File: src/rtl/ps2_pkg.sv
// Shared PS/2 definitions: receiver FSM state type, prefix codes and letter make codes
// (the letter codes are also consumed by the downstream Morse encoder).
package ps2_pkg;

  typedef enum logic [1:0] {
    IDLE   = 2'd0,
    DATA   = 2'd1,
    PARITY = 2'd2,
    STOP   = 2'd3
  } ps2_state_t;

  localparam logic [7:0] PS2_BREAK = 8'hF0;
  localparam logic [7:0] PS2_EXT   = 8'hE0;
  localparam logic [7:0] PS2_ENTER = 8'h5A;

  // Set-2 make codes for the letter keys
  localparam logic [7:0] PS2_KEY_A = 8'h1C;
  localparam logic [7:0] PS2_KEY_B = 8'h32;
  localparam logic [7:0] PS2_KEY_C = 8'h21;
  localparam logic [7:0] PS2_KEY_D = 8'h23;
  localparam logic [7:0] PS2_KEY_E = 8'h24;
  localparam logic [7:0] PS2_KEY_F = 8'h2B;
  localparam logic [7:0] PS2_KEY_G = 8'h34;
  localparam logic [7:0] PS2_KEY_H = 8'h33;
  localparam logic [7:0] PS2_KEY_I = 8'h43;
  localparam logic [7:0] PS2_KEY_J = 8'h3B;
  localparam logic [7:0] PS2_KEY_K = 8'h42;
  localparam logic [7:0] PS2_KEY_L = 8'h4B;
  localparam logic [7:0] PS2_KEY_M = 8'h3A;
  localparam logic [7:0] PS2_KEY_N = 8'h31;
  localparam logic [7:0] PS2_KEY_O = 8'h44;
  localparam logic [7:0] PS2_KEY_P = 8'h4D;
  localparam logic [7:0] PS2_KEY_Q = 8'h15;
  localparam logic [7:0] PS2_KEY_R = 8'h2D;
  localparam logic [7:0] PS2_KEY_S = 8'h1B;
  localparam logic [7:0] PS2_KEY_T = 8'h2C;
  localparam logic [7:0] PS2_KEY_U = 8'h3C;
  localparam logic [7:0] PS2_KEY_V = 8'h2A;
  localparam logic [7:0] PS2_KEY_W = 8'h1D;
  localparam logic [7:0] PS2_KEY_X = 8'h22;
  localparam logic [7:0] PS2_KEY_Y = 8'h35;
  localparam logic [7:0] PS2_KEY_Z = 8'h1A;

  // True when data plus parity bit carry an odd number of ones
  function automatic logic odd_parity_ok(input logic [7:0] data, input logic par);
    return ^{data, par};
  endfunction

endpackage

File: src/rtl/ps2_sync_filter.sv
// Synchronizes raw PS/2 clock and data into clk, debounces the clock over FILTER_LEN
// samples and emits a one-cycle strobe on each accepted falling edge.
module ps2_sync_filter #(
  parameter int FILTER_LEN = 8
) (
  input  logic clk,
  input  logic rst_n,
  input  logic ps2_clk,
  input  logic ps2_data,
  output logic data_s,
  output logic clk_fall
);

  localparam int CW = $clog2(FILTER_LEN) + 1;

  logic [1:0]    clk_sync;
  logic [1:0]    data_sync;
  logic          clk_f;
  logic [CW-1:0] cnt;

  // Idle bus is high, so every stage resets to 1 to avoid a false edge after reset
  always_ff @(posedge clk or negedge rst_n) begin
    if (!rst_n) begin
      clk_sync  <= 2'b11;
      data_sync <= 2'b11;
      clk_f     <= 1'b1;
      cnt       <= '0;
      clk_fall  <= 1'b0;
    end else begin
      clk_sync  <= {clk_sync[0], ps2_clk};
      data_sync <= {data_sync[0], ps2_data};
      clk_fall  <= 1'b0;
      if (clk_sync[1] == clk_f) begin
        cnt <= '0;
      end else if (cnt == CW'(FILTER_LEN - 1)) begin
        clk_f    <= clk_sync[1];
        cnt      <= '0;
        clk_fall <= clk_f;
      end else begin
        cnt <= cnt + 1'b1;
      end
    end
  end

  assign data_s = data_sync[1];

endmodule

File: src/rtl/ps2_scancode_rx.sv
// PS/2 keyboard scan-code receiver: frames 11-bit packets, folds E0/F0 prefixes and
// reports make codes. Define PS2_PARITY_CHECK_EN to reject frames with bad odd parity.
module ps2_scancode_rx
  import ps2_pkg::*;
#(
  parameter int FILTER_LEN     = 8,
  parameter int TIMEOUT_CYCLES = 100000
) (
  input  logic       clk,
  input  logic       rst_n,
  input  logic       ps2_clk,
  input  logic       ps2_data,
  output logic [7:0] code,
  output logic       code_ext,
  output logic       code_valid,
  output logic       frame_err,
  output logic [1:0] state_dbg
);

  localparam int TW = $clog2(TIMEOUT_CYCLES + 1);

  ps2_state_t    state;
  logic [2:0]    bit_cnt;
  logic [7:0]    shift;
  logic          par_bit;
  logic          break_pending;
  logic          ext_pending;
  logic [TW-1:0] to_cnt;
  logic          data_s;
  logic          clk_fall;
  logic          frame_good;

  ps2_sync_filter #(.FILTER_LEN(FILTER_LEN)) u_sync (
    .clk      (clk),
    .rst_n    (rst_n),
    .ps2_clk  (ps2_clk),
    .ps2_data (ps2_data),
    .data_s   (data_s),
    .clk_fall (clk_fall)
  );

  // Evaluated while the stop bit is being sampled
  always_comb begin
    frame_good = data_s;
`ifdef PS2_PARITY_CHECK_EN
    frame_good = data_s & odd_parity_ok(shift, par_bit);
`endif
  end

  always_ff @(posedge clk or negedge rst_n) begin
    if (!rst_n) begin
      state         <= IDLE;
      bit_cnt       <= '0;
      shift         <= '0;
      par_bit       <= 1'b0;
      break_pending <= 1'b0;
      ext_pending   <= 1'b0;
      to_cnt        <= '0;
      code          <= 8'h00;
      code_ext      <= 1'b0;
      code_valid    <= 1'b0;
      frame_err     <= 1'b0;
    end else begin
      code_valid <= 1'b0;
      frame_err  <= 1'b0;
      if (state != IDLE && !clk_fall && to_cnt == TW'(TIMEOUT_CYCLES - 1)) begin
        state     <= IDLE;
        bit_cnt   <= '0;
        to_cnt    <= '0;
        frame_err <= 1'b1;
      end else begin
        to_cnt <= (state == IDLE || clk_fall) ? '0 : to_cnt + 1'b1;
        if (clk_fall) begin
          case (state)
            IDLE: begin
              if (!data_s) begin
                state   <= DATA;
                bit_cnt <= '0;
              end
            end
            DATA: begin
              shift   <= {data_s, shift[7:1]};
              bit_cnt <= bit_cnt + 1'b1;
              if (bit_cnt == 3'd7) state <= PARITY;
            end
            PARITY: begin
              par_bit <= data_s;
              state   <= STOP;
            end
            STOP: begin
              state <= IDLE;
              if (!frame_good) begin
                frame_err <= 1'b1;
              end else if (shift == PS2_BREAK) begin
                break_pending <= 1'b1;
              end else if (shift == PS2_EXT) begin
                ext_pending <= 1'b1;
              end else begin
                // Released keys are swallowed; only make codes reach the output
                if (!break_pending) begin
                  code       <= shift;
                  code_ext   <= ext_pending;
                  code_valid <= 1'b1;
                end
                break_pending <= 1'b0;
                ext_pending   <= 1'b0;
              end
            end
            default: state <= IDLE;
          endcase
        end
      end
    end
  end

  assign state_dbg = state;

endmodule

File: config.mk
export PLATFORM = sky130hd
export DESIGN_NAME = ps2_scancode_rx
export DESIGN_NICKNAME = d
export VERILOG_FILES = /design/src/rtl/ps2_pkg.sv /design/src/rtl/ps2_sync_filter.sv /design/src/rtl/ps2_scancode_rx.sv
export SDC_FILE = /design/constraint.sdc
export NUM_CORES = 1
export LEC_CHECK = 0
export CELL_PAD_IN_SITES_DETAIL_PLACEMENT = 0
export CELL_PAD_IN_SITES_GLOBAL_PLACEMENT = 1
export CORE_MARGIN = 10
export CORE_UTILIZATION = 46
export DETAILED_ROUTE_END_ITERATION = 16
export PLACE_DENSITY = 0.84
export SETUP_SLACK_MARGIN = 0.15
export SLEW_MARGIN = 10
export SYNTH_ARGS = -nofsm -noshare
export SYNTH_HDL_FRONTEND = slang
export SYNTH_SLANG_ARGS = --single-unit
File: constraint.sdc
create_clock -name clk -period 2.4 [get_ports clk]
set_clock_uncertainty 0.2 [all_clocks]
set_input_delay 0.48 -clock clk [delete_from_list [all_inputs] [get_ports clk]]
set_output_delay 0.48 -clock clk [all_outputs]
set_load 0.05 [all_outputs]
* Word-level counts from Yosys, hierarchy flattened
Index checks and enable logic that the tools add are counted.
Storage, ports and cells: register bits 53, latch bits 0, memory bits (writable) 0, ROM bits 0, input bits 4, output and inout port bits 13, memories kept 0
Operators by class: $add $sub $neg 3, multipliers 0, div/mod/pow operators 0, $lt $le $gt $ge 0, equal/unequal tests 12, shifts and indexed selects 0, mux-type cells 29, bitwise gates (word level) 5, reduce and logical (&&, ||, !) cells 15
Operators by type and width (count):
- $mux W17 | 2
- $add A17 B1 Y17 const B | 1
- $eq A17 B17 Y1 const B | 1
- $eq A8 B8 Y1 const B | 2
- $mux W1 | 16
- $reduce_and A5 Y1 | 2
- $mux W3 | 3
- $reduce_and A3 Y1 | 3
- $mux W2 | 4
- $mux W4 | 2
- $pmux W2 S4 | 1
- $reduce_and A7 Y1 | 1
- $ne A3 B3 Y1 const B | 2
- $pmux W3 S2 | 1
- $not A1 Y1 | 5
- $add A4 B1 Y4 const B | 1
- $eq A2 B2 Y1 const B | 2
- $eq A4 B3 Y1 const B | 1
- $reduce_bool A2 Y1 | 2
- $add A3 B1 Y3 const B | 1
- $eq A3 B3 Y1 const B | 1
- $reduce_bool A3 Y1 | 1
- $eq A2 B1 Y1 const B | 1
- $logic_and A1 B1 Y1 | 2
- 6 further kinds | 6

* Depth between registers and ports, before layout
depth after elaboration 7, mapped depth 7, mapped depth without buffers 6

* Hierarchy
From an unflattened synthesis, not the netlist that was laid out.
Unflattened totals: cell total of the unflattened synthesis 196, area, all modules 2373.5 µm²
By module, submodules not included:
- ps2_scancode_rx | times used 1, cells an instance 173, area an instance 1999.4 µm², sequential area each 1076.0 µm²
- ps2_sync_filter | times used 1, cells an instance 23, area an instance 374.1 µm², sequential area each 256.5 µm²

* Least setup slack after synthesis
No wires, ideal clock.
kind register to register, from register state[1], in the netlist state_dbg[1], to register code[0], library setup time 125 ps, arrival time 1874 ps, data required time 2075 ps, slack 201 ps, stages on the path, launching flop included 7, path buffers 1, period minus slack after synthesis 2199 ps, cells stage by stage dfrtp_1 > ha_1 > nand3_1 > a21oi_1 > nor2b_1 > buf_2 > mux2_2
Between the ends: cells in the longest elaborated chain, start to end 5, elaborated cells on any way between the ends 6
Ends and longest elaborated chain:
- from (decl) | line ps2_scancode_rx.sv:22 | ps2_state_t state;
- from (signal assigned) | line ps2_scancode_rx.sv:52 | state <= IDLE;
- from (signal assigned) | line ps2_scancode_rx.sv:67 | state <= IDLE;
- from (signal assigned) | line ps2_scancode_rx.sv:77 | state <= DATA;
- $reduce_bool A2 Y1 | line ps2_scancode_rx.sv:66 | if (state != IDLE && !clk_fall && to_cnt == TW'(TIMEOUT_CYCLES - 1)) begin
- $logic_and A1 B1 Y1 (2 in a row) | line ps2_scancode_rx.sv:66
- $not A1 Y1 (no line)
- $reduce_and A7 Y1 (no line) *
- to (signal assigned) | line ps2_scancode_rx.sv:101 | code <= shift;
- to (decl) | line ps2_scancode_rx.sv:13 | output logic [7:0] code,
Every way passes the cells marked *; elsewhere a longest branch is shown, timed or not. A chain may end at the register's enable or synchronous reset.

* Final worst setup path
from register code[7], to output code[7]
No word-level cell between the ends.

==> summary by stage <==
Timing
Setup total negative slack on the finished layout was measured at 0 ps. Headroom to the max-slew limit came out at 66.19%. The number of hold-slack violations in the final timing report is 0. Setup repair after global routing left no endpoint under its margin. The number of pins exceeding their max-slew limit in the final report came to 0. For this run, the top clock speed supported by timing is 461.7 MHz. Final hold analysis gives a worst-case slack of 160.3 ps.

The time the worst path needs with I/O delays and setup is 2166 ps. Setup violations remaining at the end of the flow were counted as 0. The transition time of the tightest slew-check pin is 505.5 ps.

The period utilization is 90.24%.

Cells and area
Cells with a size suffix above 1 make up 17.35% of the layout. The count of antenna diodes in the layout is 0. Summing all multi-input logic gate instances after layout gives 925.9 um^2. From synthesis to final layout, the design area changed by 15.93%. The number of fill cells is 439. At the end of the flow, the number of nets in the layout was 230.

The flip-flop and latch area is 1333 um^2.

Yosys
The post-synth design cell area is 2310 um^2. The leading cell type by number of instances after synthesis is sky130_fd_sc_hd__dfrtp_1. Counting every net in the synthesized netlist gives 207. The cell taking the most area after synthesis is sky130_fd_sc_hd__dfrtp_1.

The primary flip-flop cell chosen by synthesis mapping is sky130_fd_sc_hd__dfrtp_1. The synthesized design contains 53 register bits. Sorting the synthesized cells by how often they occur yields 48 x sky130_fd_sc_hd__dfrtp_1, 21 x sky130_fd_sc_hd__nor2_1, 18 x sky130_fd_sc_hd__mux2_2. The number of warnings issued by yosys is 0. For this run, the register share of the synthesized area comes to 57.69%. Ranked by total cell area, the synthesized netlist is headed by sky130_fd_sc_hd__dfrtp_1 52%, sky130_fd_sc_hd__mux2_2 8.8%, sky130_fd_sc_hd__dfstp_2 5.7%. The synthesized area per cell is 11.84 um^2. Synthesis produced a netlist whose cell count is 195. In the synthesized netlist the async set-or-reset flop fraction comes to 100.0%. The fraction of synthesized cell area taken by the top area cell type is 52.00%. In this run, synthesis inferred 0 flip-flops with an integrated enable. After synthesis, the netlist uses 37 different library cells.

Setup path
Grouping stages by cell kind, the critical path spends the most delay in buffers and inverters. The cell with the largest stage delay on the worst path is sky130_fd_sc_hd__clkdlybuf4s50_1. The sort of element at the start of the critical path is a register. The critical path is of the register to output port type. The worst path required time is 1720 ps. STA classifies the critical path endpoint as an output port. In this run the worst path has a maximum fanout of 2. Walking the worst path, the cells encountered are clkdlybuf4s50_1. The highest cell delay on the worst timing path is 810 ps. Data arrives at the worst endpoint at 1490 ps. The number of buffers and inverters on the critical path is 1. In this run the register-to-register setup slack is 390 ps.

Run
The max-capacitance violation count is 0.

Global routing
The total routing usage reported by global routing is 10.57%. The number of global-route vias before repair is 1545. The first-pass GRT wire length is 7224 um. The pin count of the biggest net entering global routing is 24.

For this run the aggregate overflow at the end of global routing stands at 0. The number of antenna violations at the first check in global routing came to 0.

Clock tree
Counting every sink on the clock net gives 53. TritonCTS created 5 clock buffers. The clock tree synthesis step divided the H-tree into 2 levels. After clock tree synthesis, the clock-pin slew on the worst setup and hold paths is 100 ps. Clock latency on the worst-skew pair, taken at its later pin, is 310 ps. The TritonCTS clock tree is yes.

No sink is reached through more buffers than the 2 on the longest clock path. In this run the clock root is driven by a sky130_fd_sc_hd__clkbuf_8.

Die
The floorplan has 25 rows. The floorplan step set the die width to 90.86 um. The die covers 8256 um^2. The floorplan step defined a core boundary enclosing 4786 um^2. The number of top-level design ports is 17.

The die extent in y is 90.86 um. For this configuration, the core starts out at a cell density of 48.26%.

Status
The run finished with clean final reports.

Pwr
The total power of the final layout is 0.001656 W. In this run the static leakage power is 1.155 nW. Across the VDD grid, the largest voltage drop is 0.0004440 V. The total power divided by cell area is 618.5 nW/um^2.

Place
The port buffer count is 16. Summed over all nets, the half-perimeter wirelength after detailed placement is 2818 um. The final RePlAce weighted congestion is 0.7551.

Drt
The pre-antenna-repair detailed-routing pass consisted of 4 iterations. The routed layout has 1460 vias. The detail route stage leaves a number of antenna-violating nets equal to 0. The first-iteration detailed-routing DRC count is 48. Using the TritonRoute via totals, the vias-per-cell ratio works out to 5.105. Summed over all layers, the routed wires come to 3975 um.

After detailed routing, the average wire length per cell comes to 13.90 um. For this run, design rule violations remaining after detail routing come to 0.

Worst hold path
The min-delay analysis places its worst path in the category register to register.
==> path summary, 6_finish.rpt <==
path                                     from                  to  cells after the start
setup reg to reg                 state_dbg[0]             code[3]                      6
max in group asynchronous               rst_n           to_cnt[6]                      3
hold reg to reg            u_sync.clk_sync[0]  u_sync.clk_sync[1]                      0
hold / removal             u_sync.clk_sync[0]  u_sync.clk_sync[1]                      0
min in group asynchronous               rst_n       u_sync.cnt[3]                      2
setup / recovery                      code[7]             code[7]                      1
==> kinds of logic after synthesis <==
| group | count (synthesis) | synth area share [%] |
|---|---|---|
| buffers and inverters | 13 | 2.221 |
| muxes | 18 | 8.776 |
| and+or+nand+nor | 70 | 16.20 |
| AOI/OAI and AO/OA | 18 | 5.092 |
| xor gates and xnor gates | 15 | 5.688 |
| DFF | 53 | 57.69 |
| adders and majority gates | 8 | 4.334 |
==> cells in the final DEF (no fill, tap or decap), types with 3 or more instances in the layout <==
cell,Yosys,layout
sky130_fd_sc_hd__dfrtp_1,48,48
sky130_fd_sc_hd__nor2_1,21,21
sky130_fd_sc_hd__mux2_2,18,18
sky130_fd_sc_hd__xnor2_1,13,13
sky130_fd_sc_hd__clkdlybuf4s50_1,0,13
sky130_fd_sc_hd__nand2_1,10,10
sky130_fd_sc_hd__inv_1,8,8
sky130_fd_sc_hd__nor3_1,8,8
sky130_fd_sc_hd__ha_1,8,8
sky130_fd_sc_hd__nand3_1,7,7
sky130_fd_sc_hd__a21oi_1,6,6
sky130_fd_sc_hd__nor4_1,5,5
sky130_fd_sc_hd__clkbuf_8,0,5
sky130_fd_sc_hd__dfstp_2,5,5
sky130_fd_sc_hd__buf_4,0,4
sky130_fd_sc_hd__nand4_1,3,3
sky130_fd_sc_hd__o21ai_0,3,3
==> per-layer routing <==
metal	routed length [um]	vias to the layer above	track usage, %
met2	1852	16	16.11
met3	182	7	4.156
met5	0	-	0
met1	1875	705	13.16
met4	65	0	3.916
li1	-	732	-
==> report_power, final <==
group | switching, W | internal, W
Sequential | 0.0000252 | 0.000931
Clock | 0.000300 | 0.000313
Combinational | 0.0000460 | 0.0000409
Total | 0.000371 | 0.00128
==> metrics by stage <==
step | instances | setup slack [ps] | instance area, um^2 | util [%]
2_1_floorplan | 195 | 201.1 | 2310 | -
3_3_place_gp | 277 | 405.3 | 2557 | 53.44
3_5_place_dp | 277 | 395.1 | 2557 | 53.44
4_1_cts | 286 | 211.9 | 2678 | 55.95
5_1_grt | 286 | 166.5 | 2678 | 55.95
6_report | 286 | 234.3 | 2678 | 55.95
==> repair_timing <==
| item | in CTS | in global routing |
|---|---|---|
| gates resized for setup | 2 | 0 |
| setup buffers | 0 | 0 |
| setup endpoints to repair | 2 | 0 |
| hold buffers | 1 | 0 |
| hold endpoints to repair | 13 | 0 |
==> flip-flops by register name, indices dropped and copies added, names as in the netlist <==
register,cells
u_sync.clk_sync,2
code_ext,1
break_pending,1
code,8
ext_pending,1
state_dbg,2
shift,8
to_cnt,17
code_valid,1
frame_err,1
u_sync.clk_fall,1
bit_cnt,3
u_sync.clk_f,1
u_sync.cnt,4
u_sync.data_sync,2
==> area by class of cell <==
class | instances | share of cell area (%)
clock buffers | 5 | 2.570
clock inverters | 3 | 1.636
inverters | 8 | 1.121
multi-input cells | 129 | 34.58
flip-flops and latches | 53 | 49.77
well taps | 67 | 3.131
repair buffers | 21 | 7.196
No activity file was read; power rests on OpenSTA's default activity.
